**src/rtl/stack_cache_fill_sequencer.sv**
```systemverilog
// Fill sequencer for the 4-line stack cache.
// Purpose: owns the head/tail slot pointers, per-slot valid bits and per-slot
// line addresses. On a new stack pointer it reloads the cache with up to four
// line fetches. When the stack pointer steps into an adjacent line it refills
// the retiring tail slot. Only one fetch is outstanding at a time.
// Ports:
//   clk, async_rst          clock, asynchronous active-high reset
//   clk_en                  all registers hold while low
//   new_sp_valid/new_sp     new stack pointer write (pulse), prepop_en sampled with it
//   push_bound/pop_bound    legal line-base limits, sampled whenever a check runs
//   cross_valid/cross_push  adjacent-line crossing request, cross_ready = !stack_busy
//   slot_clean              per-slot clean status; a refill waits for it
//   fetch_req_*             line fetch request (valid/ready handshake)
//   fetch_resp_valid        pulse: requested line has been written into its slot
//   slot_valid, head, tail  cache bookkeeping outputs
//   stack_busy              registered, high while any sequence runs
module stack_cache_fill_sequencer #(
    parameter int ADDR_W     = 16,
    parameter int LINE_SHIFT = 3
) (
    input  logic              clk,
    input  logic              async_rst,
    input  logic              clk_en,
    input  logic              new_sp_valid,
    input  logic [ADDR_W-1:0] new_sp,
    input  logic              prepop_en,
    input  logic [ADDR_W-1:0] push_bound,
    input  logic [ADDR_W-1:0] pop_bound,
    input  logic              cross_valid,
    input  logic              cross_push,
    output logic              cross_ready,
    input  logic [3:0]        slot_clean,
    output logic              fetch_req_valid,
    input  logic              fetch_req_ready,
    output logic [ADDR_W-1:0] fetch_req_addr,
    output logic [1:0]        fetch_req_slot,
    input  logic              fetch_resp_valid,
    output logic [3:0]        slot_valid,
    output logic [1:0]        head,
    output logic [1:0]        tail,
    output logic              stack_busy
);
    typedef enum logic [2:0] {IDLE, ISSUE, WAIT_RESP, DRAIN, WAIT_CLEAN} state_t;

    localparam int              LINE_BYTES = 1 << LINE_SHIFT;
    localparam logic [ADDR_W:0]   LINE1_W = (ADDR_W+1)'(LINE_BYTES);
    localparam logic [ADDR_W:0]   LINE2_W = (ADDR_W+1)'(2 * LINE_BYTES);
    localparam logic [ADDR_W-1:0] LINE1_A = ADDR_W'(LINE_BYTES);
    localparam logic [ADDR_W-1:0] LINE2_A = ADDR_W'(2 * LINE_BYTES);

    // One bit wider than the address so a carry lands above the bound and fails.
    function automatic logic up_ok(input logic [ADDR_W-1:0] base, input logic [ADDR_W:0] ofs,
                                   input logic [ADDR_W-1:0] bound);
        logic [ADDR_W:0] sum;
        sum = {1'b0, base} + ofs;
        return (sum <= {1'b0, bound});
    endfunction

    // A borrow sets the extra top bit and fails the check.
    function automatic logic dn_ok(input logic [ADDR_W-1:0] base, input logic [ADDR_W:0] ofs,
                                   input logic [ADDR_W-1:0] bound);
        logic [ADDR_W:0] diff;
        diff = {1'b0, base} - ofs;
        return !diff[ADDR_W] && (diff >= {1'b0, bound});
    endfunction

    state_t            state_reg, state_next;
    logic [1:0]        head_reg, head_next, tail_reg, tail_next;
    logic [1:0]        cur_slot_reg, cur_slot_next;
    logic [3:0]        slot_valid_reg, slot_valid_next;
    logic [3:0]        pend_reg, pend_next;
    logic [ADDR_W-1:0] base_reg, base_next;
    logic              busy_reg;
    logic [ADDR_W-1:0] line_addr_reg [4];
    logic [ADDR_W-1:0] line_addr_next [4];
    logic [1:0]        ent_slot_reg [4];
    logic [1:0]        ent_slot_next [4];
    logic [ADDR_W-1:0] ent_addr_reg [4];
    logic [ADDR_W-1:0] ent_addr_next [4];

    // Fetch list for a new stack pointer, in issue order.
    logic [ADDR_W-1:0] sp_base;
    logic [3:0]        list_ok;
    logic [1:0]        list_slot [4];
    logic [ADDR_W-1:0] list_addr [4];

    always_comb begin
        sp_base = {new_sp[ADDR_W-1:LINE_SHIFT], {LINE_SHIFT{1'b0}}};
        list_ok = '0;
        if (prepop_en) begin
            list_slot[0] = 2'd2; list_addr[0] = sp_base + LINE2_A; list_ok[0] = up_ok(sp_base, LINE2_W, push_bound);
            list_slot[1] = 2'd3; list_addr[1] = sp_base + LINE1_A; list_ok[1] = up_ok(sp_base, LINE1_W, push_bound);
            list_slot[2] = 2'd0; list_addr[2] = sp_base;           list_ok[2] = 1'b1;
            list_slot[3] = 2'd1; list_addr[3] = sp_base - LINE1_A; list_ok[3] = dn_ok(sp_base, LINE1_W, pop_bound);
        end else begin
            list_slot[0] = 2'd3; list_addr[0] = sp_base + LINE1_A; list_ok[0] = up_ok(sp_base, LINE1_W, push_bound);
            list_slot[1] = 2'd0; list_addr[1] = sp_base;           list_ok[1] = 1'b1;
            list_slot[2] = 2'd1; list_addr[2] = sp_base - LINE1_A; list_ok[2] = dn_ok(sp_base, LINE1_W, pop_bound);
            list_slot[3] = 2'd2; list_addr[3] = sp_base - LINE2_A; list_ok[3] = dn_ok(sp_base, LINE2_W, pop_bound);
        end
    end

    // Crossing: new active base and the line the retiring tail should hold.
    logic [ADDR_W-1:0] cross_base, cross_tgt;
    logic              cross_ok, cross_hit;

    always_comb begin
        if (cross_push) begin
            cross_base = base_reg + LINE1_A;
            cross_tgt  = cross_base + LINE1_A;
            cross_ok   = up_ok(cross_base, LINE1_W, push_bound);
        end else begin
            cross_base = base_reg - LINE1_A;
            cross_tgt  = cross_base - LINE1_A;
            cross_ok   = dn_ok(cross_base, LINE1_W, pop_bound);
        end
        cross_hit = slot_valid_reg[tail_reg] && (line_addr_reg[tail_reg] == cross_tgt);
    end

    // Lowest pending list entry is the next to issue.
    logic [1:0] sel_idx;
    logic       sel_any;
    logic       req_fire;
    logic       outstanding;

    always_comb begin
        sel_idx = 2'd0;
        for (int i = 3; i >= 0; i--) begin
            if (pend_reg[i]) sel_idx = 2'(i);
        end
    end

    assign sel_any         = |pend_reg;
    assign fetch_req_valid = (state_reg == ISSUE) && sel_any;
    assign fetch_req_addr  = ent_addr_reg[sel_idx];
    assign fetch_req_slot  = ent_slot_reg[sel_idx];
    assign req_fire        = fetch_req_valid && fetch_req_ready;
    // A response is still owed after this edge (unless it arrives this cycle).
    assign outstanding     = req_fire ||
                             (((state_reg == WAIT_RESP) || (state_reg == DRAIN)) && !fetch_resp_valid);

    always_comb begin
        state_next      = state_reg;
        head_next       = head_reg;
        tail_next       = tail_reg;
        base_next       = base_reg;
        cur_slot_next   = cur_slot_reg;
        slot_valid_next = slot_valid_reg;
        pend_next       = pend_reg;
        line_addr_next  = line_addr_reg;
        ent_slot_next   = ent_slot_reg;
        ent_addr_next   = ent_addr_reg;

        case (state_reg)
            IDLE: begin
                if (cross_valid) begin
                    base_next        = cross_base;
                    head_next        = cross_push ? head_reg - 2'd1 : head_reg + 2'd1;
                    tail_next        = cross_push ? tail_reg - 2'd1 : tail_reg + 2'd1;
                    pend_next        = '0;
                    ent_slot_next[0] = tail_reg;
                    ent_addr_next[0] = cross_tgt;
                    // Empty list in ISSUE gives exactly one busy cycle.
                    state_next       = ISSUE;
                    if (!cross_hit) begin
                        slot_valid_next[tail_reg] = 1'b0;
                        if (cross_ok) begin
                            pend_next  = 4'b0001;
                            state_next = WAIT_CLEAN;
                        end
                    end
                end
            end
            ISSUE: begin
                if (!sel_any) begin
                    state_next = IDLE;
                end else if (fetch_req_ready) begin
                    pend_next[sel_idx]             = 1'b0;
                    line_addr_next[fetch_req_slot] = fetch_req_addr;
                    cur_slot_next                  = fetch_req_slot;
                    state_next                     = WAIT_RESP;
                end
            end
            WAIT_RESP: begin
                if (fetch_resp_valid) begin
                    slot_valid_next[cur_slot_reg] = 1'b1;
                    state_next = sel_any ? ISSUE : IDLE;
                end
            end
            DRAIN: begin
                // The stale line is dropped; its slot was invalidated on relatch.
                if (fetch_resp_valid) state_next = ISSUE;
            end
            WAIT_CLEAN: begin
                if (slot_clean[ent_slot_reg[0]]) state_next = ISSUE;
            end
            default: state_next = IDLE;
        endcase

        // A new stack pointer overrides whatever the sequence was doing.
        if (new_sp_valid) begin
            base_next       = sp_base;
            head_next       = 2'd0;
            tail_next       = 2'd2;
            slot_valid_next = '0;
            pend_next       = list_ok;
            ent_slot_next   = list_slot;
            ent_addr_next   = list_addr;
            state_next      = outstanding ? DRAIN : ISSUE;
        end
    end

    always_ff @(posedge clk or posedge async_rst) begin
        if (async_rst) begin
            state_reg      <= IDLE;
            head_reg       <= 2'd0;
            tail_reg       <= 2'd2;
            base_reg       <= '0;
            cur_slot_reg   <= 2'd0;
            slot_valid_reg <= '0;
            pend_reg       <= '0;
            busy_reg       <= 1'b0;
            for (int i = 0; i < 4; i++) begin
                line_addr_reg[i] <= '0;
                ent_slot_reg[i]  <= '0;
                ent_addr_reg[i]  <= '0;
            end
        end else if (clk_en) begin
            state_reg      <= state_next;
            head_reg       <= head_next;
            tail_reg       <= tail_next;
            base_reg       <= base_next;
            cur_slot_reg   <= cur_slot_next;
            slot_valid_reg <= slot_valid_next;
            pend_reg       <= pend_next;
            busy_reg       <= (state_next != IDLE);
            for (int i = 0; i < 4; i++) begin
                line_addr_reg[i] <= line_addr_next[i];
                ent_slot_reg[i]  <= ent_slot_next[i];
                ent_addr_reg[i]  <= ent_addr_next[i];
            end
        end
    end

    assign slot_valid  = slot_valid_reg;
    assign head        = head_reg;
    assign tail        = tail_reg;
    assign stack_busy  = busy_reg;
    assign cross_ready = !busy_reg;

endmodule

```
**config.mk**
```make
export PLATFORM = sky130hd
export DESIGN_NAME = stack_cache_fill_sequencer
export DESIGN_NICKNAME = d
export VERILOG_FILES = /design/src/rtl/stack_cache_fill_sequencer.sv
export SDC_FILE = /design/constraint.sdc
export NUM_CORES = 1
export LEC_CHECK = 0
export CAP_MARGIN = 20
export CORE_MARGIN = 5
export CORE_UTILIZATION = 40
export CTS_CLUSTER_SIZE = 12
export DETAILED_ROUTE_END_ITERATION = 16
export PLACE_DENSITY = 0.55
export SETUP_SLACK_MARGIN = 0.4
export SLEW_MARGIN = 15
export SYNTH_ARGS = -nofsm -noshare
export SYNTH_HDL_FRONTEND = slang
export SYNTH_SLANG_ARGS = --single-unit
```
**constraint.sdc**
```tcl
create_clock -name clk -period 5.3 [get_ports clk]
set_input_delay 1.06 -clock clk [delete_from_list [all_inputs] [get_ports clk]]
set_output_delay 1.06 -clock clk [all_outputs]
set_load 0.03 [all_outputs]
```
==> metrics.csv, run 1 <==
metric;value;unit
io_pins;90;
final_cell_mix;nand2_1, o21ai_0, dfrtp_1;
synth_flop_cell;dfrtp_1;
required;5620;ps
antenna_found_initial;0;
grt_max_degree;85;
yosysWarnings;0;
wl_met2;18300;um
final_max_slew_viol_count;0;
numCtsBuffers;17;
die_w;182;um
post_cts_resized;0;
fp.dieH;182;um
fin_skew;9.87;ps
syn_area;11900;um2
start_util;40.3;%
ant_nets;0;
first_global_vias;10337;
nFillCells;2880;
setup.worst_path.class;register to register;
ctsHoldBuffers;0;
tns;0;ps
holdPathStages;2;
antenna_cells;0;
gp_congestion;0.944;
synth_cell_types;86;
clkTransAtPathRegs;70;ps
synth_nets;1543;
ys_ff_latch;143;
slew-limit-headroom;38.7;%
drt-initial-drc-count;885;
hold_viol_final;0;
cpPeakStageDelay;520;ps
reg2reg_depth;16;
post-dp-hpwl;30100;um
rows;63;
power_density;375;nW/um2
worstPathCellList;ha_1, nand2b_1, nor3_1, a21oi_1, nor4_2, nand3b_1, xor2_1, ha_1, or4_1, a221oi_1, a211o_1, o21a_1, nor2_1, a311oi_2, a221oi_2, o32a_1;
worstPathMaxFanout;6;
slowest_stage;or4_1;
die_area;33300;um2
final_layout_size_suffix_gt1_share;10.5;%
final.min_clock_period;4670;ps
rsz0062_at_grt;no;
power_leakage;5.98;nW
wl_met1;18300;um
cp-end-kind;register;
cts_setup_buffers;0;
vias;10567;
coreArea;29500;um2
tightest_slew;919;ps
fin_ws;626;ps
dp_slack;449;ps
dr.max_layer_used;met4;
drcViolationCount;0;
finalSetupViolations;0;
nNetsFinal;1611;
drt-vias-per-instance;5.66;
synth-edff-count;0;
synth_seq_area_share;30.1;%
routed_wirelength;39000;um
largest_register_ffs;56;
layout_commonest_cell;nand2_1;
status;finished, final reports clean;
dr.pass1.iters;6;
cap_violations;0;
cpMostUsedCell;ha_1;
syn_to_final_growth;16.4;%
timing.fmax;214;MHz
cts_tree;built;
insertion_delay;430;ps
grt-ovfl-total;0;
critPathArrivalTime;5000;ps
grt_use_total;23.3;%
ir_drop;0.259;mV
wl_met3;1530;um
ctsLongestPathBuffers;2;
worst_hold_slack;471;ps
async_flop_share;100;%
netlist_instances;1395;
avgSynthCellArea;8.52;um2
io_buffers;86;
hold_path.class;register to register;
h-tree-depth;4;
cts_root_buffer;clkbuf_16;
grt_pass1_wl;60800;um
clock_sinks;143;
wl_per_cell;20.9;um
power;0.00519;W
period_share;88.2;%
start_kind;register;
-- power breakdown --
part	total (W)	leakage, nW	switching [W]	internal [W]
Combinational	0.00237	3.89	0.00140	0.000973
Clock	0.00121	0.278	0.000547	0.000665
Sequential	0.00161	1.81	0.000227	0.00138
-- cells by family after synthesis --
logic type | share of synthesized area [%]
muxes | 6.95
buffers and inverters | 5.54
adders and majority gates | 9.15
DFF | 30.1
and+or+nand+nor | 20.4
AOI/OAI and AO/OA | 18.1
xor gates and xnor gates | 9.77
-- worst max-delay path: cells and delay by family (launching register included) --
family,cells,cell delay (ps)
AOI/OAI and AO/OA,7,1660
xor gates and xnor gates,1,240
adders and majority gates,2,540
DFF,1,410
and+or+nand+nor,6,1700
-- metal layers --
layer,global-route usage (%),vias to the layer above
met5,0,-
met4,6.00,0
met3,1.93,48
met2,38.2,265
met1,33.4,5153
li1,-,5101
-- Yosys cell counts, drive strengths merged, types with 3 or more instances --
library cell	count	area, um2
a2111oi	3	26.3
a211o	3	26.3
a211oi	8	65.1
a21o	23	173
a21oi	52	260
a221oi	5	50.0
a222oi	12	120
a311oi	3	32.5
a31o	3	26.3
a31oi	5	31.3
a32o	4	40.0
a32oi	4	35.0
and2	12	75.1
and3	15	93.8
and4	4	35.0
buf	35	204
clkbuf	57	214
dfrtp	142	3550
ha	87	1090
inv	62	233
mux2	24	270
mux2i	24	240
mux4	14	315
nand2	184	693
nand2b	22	145
nand3	36	180
nand3b	4	30.0
nand4	23	165
nor2	78	293
nor2b	11	68.8
nor3	40	216
nor3b	9	67.6
nor4	18	195
o211ai	8	60.1
o21a	23	173
o21ai	158	791
o31ai	6	50.1
or2	3	18.8
or3	6	37.5
xnor2	70	613
xor2	60	526
-- worst paths after layout --
kind / from / end / slack [ps]
max: base_reg[3]$_DFFE_PP0P_ / state_reg[0]$_DFFE_PP0P_ / 630
min: ent_addr_reg[25]$_DFFE_PP0P_ / ent_addr_reg[25]$_DFFE_PP0P_ / 470
max reg2reg: base_reg[3]$_DFFE_PP0P_ / state_reg[0]$_DFFE_PP0P_ / 630
min reg2reg: ent_addr_reg[25]$_DFFE_PP0P_ / ent_addr_reg[25]$_DFFE_PP0P_ / 470
max in group asynchronous: async_rst / tail[1]$_DFFE_PP1P_ / 3140
min in group asynchronous: async_rst / line_addr_reg[10]$_DFFE_PP0P_ / 1180
-- metrics by stage --
stage          util (%)  cell area, um2  std cells
2_1_floorplan         -           11900       1395
4_1_cts            46.9           13800       1866
5_1_grt            46.9           13800       1866
6_report           46.9           13800       1866
3_5_place_dp       44.9           13200       1834
3_3_place_gp       44.9           13200       1834
-- cell type report --
cell class	count	area, um2	share of cell area [%]
Tap cell	390	488	3.53
Clock buffer	18	429	3.10
Inverter	64	245	1.77
Sequential cell	143	3580	25.9
Multi-Input combinational cell	1096	7680	55.5
Timing Repair Buffer	141	1270	9.17
Clock inverter	14	148	1.07
Power figures use the tool's default switching activity.
==> run 2: changes to the inputs <==
--- a/config.mk
+++ b/config.mk
@@ -7,10 +7,10 @@
 export LEC_CHECK = 0
 export CAP_MARGIN = 20
 export CORE_MARGIN = 5
-export CORE_UTILIZATION = 40
+export CORE_UTILIZATION = 36
 export CTS_CLUSTER_SIZE = 12
 export DETAILED_ROUTE_END_ITERATION = 16
-export PLACE_DENSITY = 0.55
+export PLACE_DENSITY = 0.51
 export SETUP_SLACK_MARGIN = 0.4
 export SLEW_MARGIN = 15
 export SYNTH_ARGS = -nofsm -noshare
==> metrics.csv, run 2 (same netlist as run 1, synthesis figures left out) <==
metric;value;unit
status;finished, final reports clean;
routed_wirelength;40000;um
die_area;36800;um2
tightest_slew;953;ps
met1_usage;30.8;%
cap_violations;0;
power_leakage;6.00;nW
grt_max_degree;89;
final.min_clock_period;4680;ps
vias;10544;
crit_family;buffers and inverters;
cts_root_buffer;clkbuf_16;
post-dp-hpwl;30900;um
required;4240;ps
finalSetupViolations;0;
clock_sinks;143;
cpMostUsedCell;inv_1;
gp_congestion;0.935;
busiest_layer;met2;
hold_path.class;register to register;
crit_buf_inv;4;
clkTransAtPathRegs;70;ps
io_buffers;86;
grt_use_total;21.8;%
period_share;88.4;%
antenna_cells;0;
final_max_slew_viol_count;0;
rows;66;
io_pins;90;
nNetsFinal;1615;
critPathArrivalTime;3620;ps
timing.fmax;214;MHz
cpPeakStageDelay;750;ps
syn_to_final_growth;17.6;%
fp.dieH;192;um
placed_cells;1886;
worstSetupStartpoint;pend_reg[2]$_DFFE_PP0P_;
grt_pass1_wl;61600;um
met2_usage;35.1;%
rr_endpoint;state_reg[0]$_DFFE_PP0P_;
holdPathStages;2;
cp-end-kind;output port;
combPwrFrac;45.8;%
largest_register_ffs;56;
worst_hold_slack;473;ps
slew-limit-headroom;36.4;%
insertion_delay;430;ps
multi_input_area;7720;um2
numCtsBuffers;17;
nFillCells;3302;
sw_frac_of_total;42.0;%
stdcell_area;14000;um2
rsz0062_at_grt;yes;
tns;0;ps
slowest_stage;a222oi_1;
drt-vias-per-instance;5.49;
ctsLongestPathBuffers;2;
fin_skew;12.0;ps
final_cell_mix;nand2_1, o21ai_0, dfrtp_1;
start_util;36.5;%
p_sw;0.00221;W
met3_usage;2.96;%
reg2reg_depth;18;
ir_drop;0.257;mV
dr.pass1.iters;5;
worstReg2RegStart;base_reg[3]$_DFFE_PP0P_;
worstPathMaxFanout;14;
utilization;43.0;%
power_density;376;nW/um2
p_int;0.00305;W
min_from;ent_addr_reg[25]$_DFFE_PP0P_;
hold_viol_final;0;
cts_tree;built;
drcViolationCount;0;
min_to;ent_addr_reg[25]$_DFFE_PP0P_;
die_w;192;um
post_layout_nonfiller_instances;1922;
coreArea;32500;um2
ff_latch_area;3590;um2
wl_per_cell;20.8;um
final_layout_size_suffix_gt1_share;11.2;%
setup.worst_path.class;register to output port;
clkPwrFrac;23.5;%
dpl_cell_area;13300;um2
ctsHoldBuffers;0;
start_kind;register;
worstPathCellList;inv_1, a21oi_1, nor2_1, buf_4, mux2_2, a222oi_1, inv_1, clkdlybuf4s50_1;
first_global_vias;10316;
grt-ovfl-total;0;
antenna_found_initial;0;
drt-initial-drc-count;820;
p_seq_share;30.8;%
layout_commonest_cell;nand2_1;
regToRegSetupSlack;700;ps
ant_nets;0;
h-tree-depth;4;
[run 2: cell types whose count changed in the layout (fill, tap and decap cells not counted), sizes merged]
| cell | before | now |
|---|---|---|
| inv | 71 | 69 |
| clkinvlp | 2 | 3 |
| clkinv | 4 | 5 |
| buf | 56 | 60 |
[run 2: cell type report]
class,instances,area share [%]
clock buffers,18,3.14
clock inverters,14,1.06
inverters,64,1.75
multi-input cells,1096,55.2
flip-flops and latches,143,25.6
well taps,442,3.95
repair buffers,145,9.29
[run 2: timing repair]
item | 4_1_cts | 5_1_grt
pin swaps | 0 | 2
resized for setup | 1 | 12
buffers inserted | 0 | 4
endpoints found under the setup margin | 1 | 5
[run 2: stage by stage]
| stage | power [W] | worst slack [ps] |
|---|---|---|
| final | 0.00526 | 616 |
| after global routing | 0.00559 | 399 |
| after CTS | 0.00524 | 488 |
| after detailed placement | 0.00399 | 431 |
| after global placement | 0.00396 | 454 |
| after floorplan | 0.00316 | 404 |
[run 2: how the worst max path moves through the flow]
stage                          endpoint  slack (ps)  cells past startpoint
2_1_floorplan  base_reg[10]$_DFFE_PP0P_         400                      1
3_3_place_gp   state_reg[0]$_DFFE_PP0P_         450                     17
3_5_place_dp   state_reg[0]$_DFFE_PP0P_         430                     19
4_1_cts        state_reg[0]$_DFFE_PP0P_         490                     18
5_1_grt         pend_reg[0]$_DFFE_PP0P_         400                     18
6_report             fetch_req_addr[13]         620                      8
[run 2: worst register-to-register path, stage by stage, from the launching register on]
cell      delay [ps]
dfrtp_2          470
buf_4            290
nand4_1          290
nor3_2           250
xnor2_1          180
nor3_1           180
nand4_1          240
xor2_1           490
ha_1             340
o21a_1           110
o21ai_0          140
nand2b_1          80
a21oi_1          160
a211o_1          180
o21a_1           140
nor2_1            40
a311oi_2         430
a221oi_2         100
o32a_1           370
[run 2: per-layer routing]
metal | part of all wire [%] | vias up
met3 | 5.2 | 50
li1 | - | 5109
met1 | 47 | 5112
met5 | 0 | -
met4 | 2.2 | 0
met2 | 46 | 273
[run 2: power by group through the flow]
stage	Combinational [W]	Clock [W]	Sequential, W
2_1_floorplan	0.00162	0	0.00154
3_3_place_gp	0.00234	0	0.00162
3_5_place_dp	0.00236	0	0.00163
4_1_cts	0.00237	0.00125	0.00161
5_1_grt	0.00263	0.00131	0.00166
6_report	0.00241	0.00123	0.00162
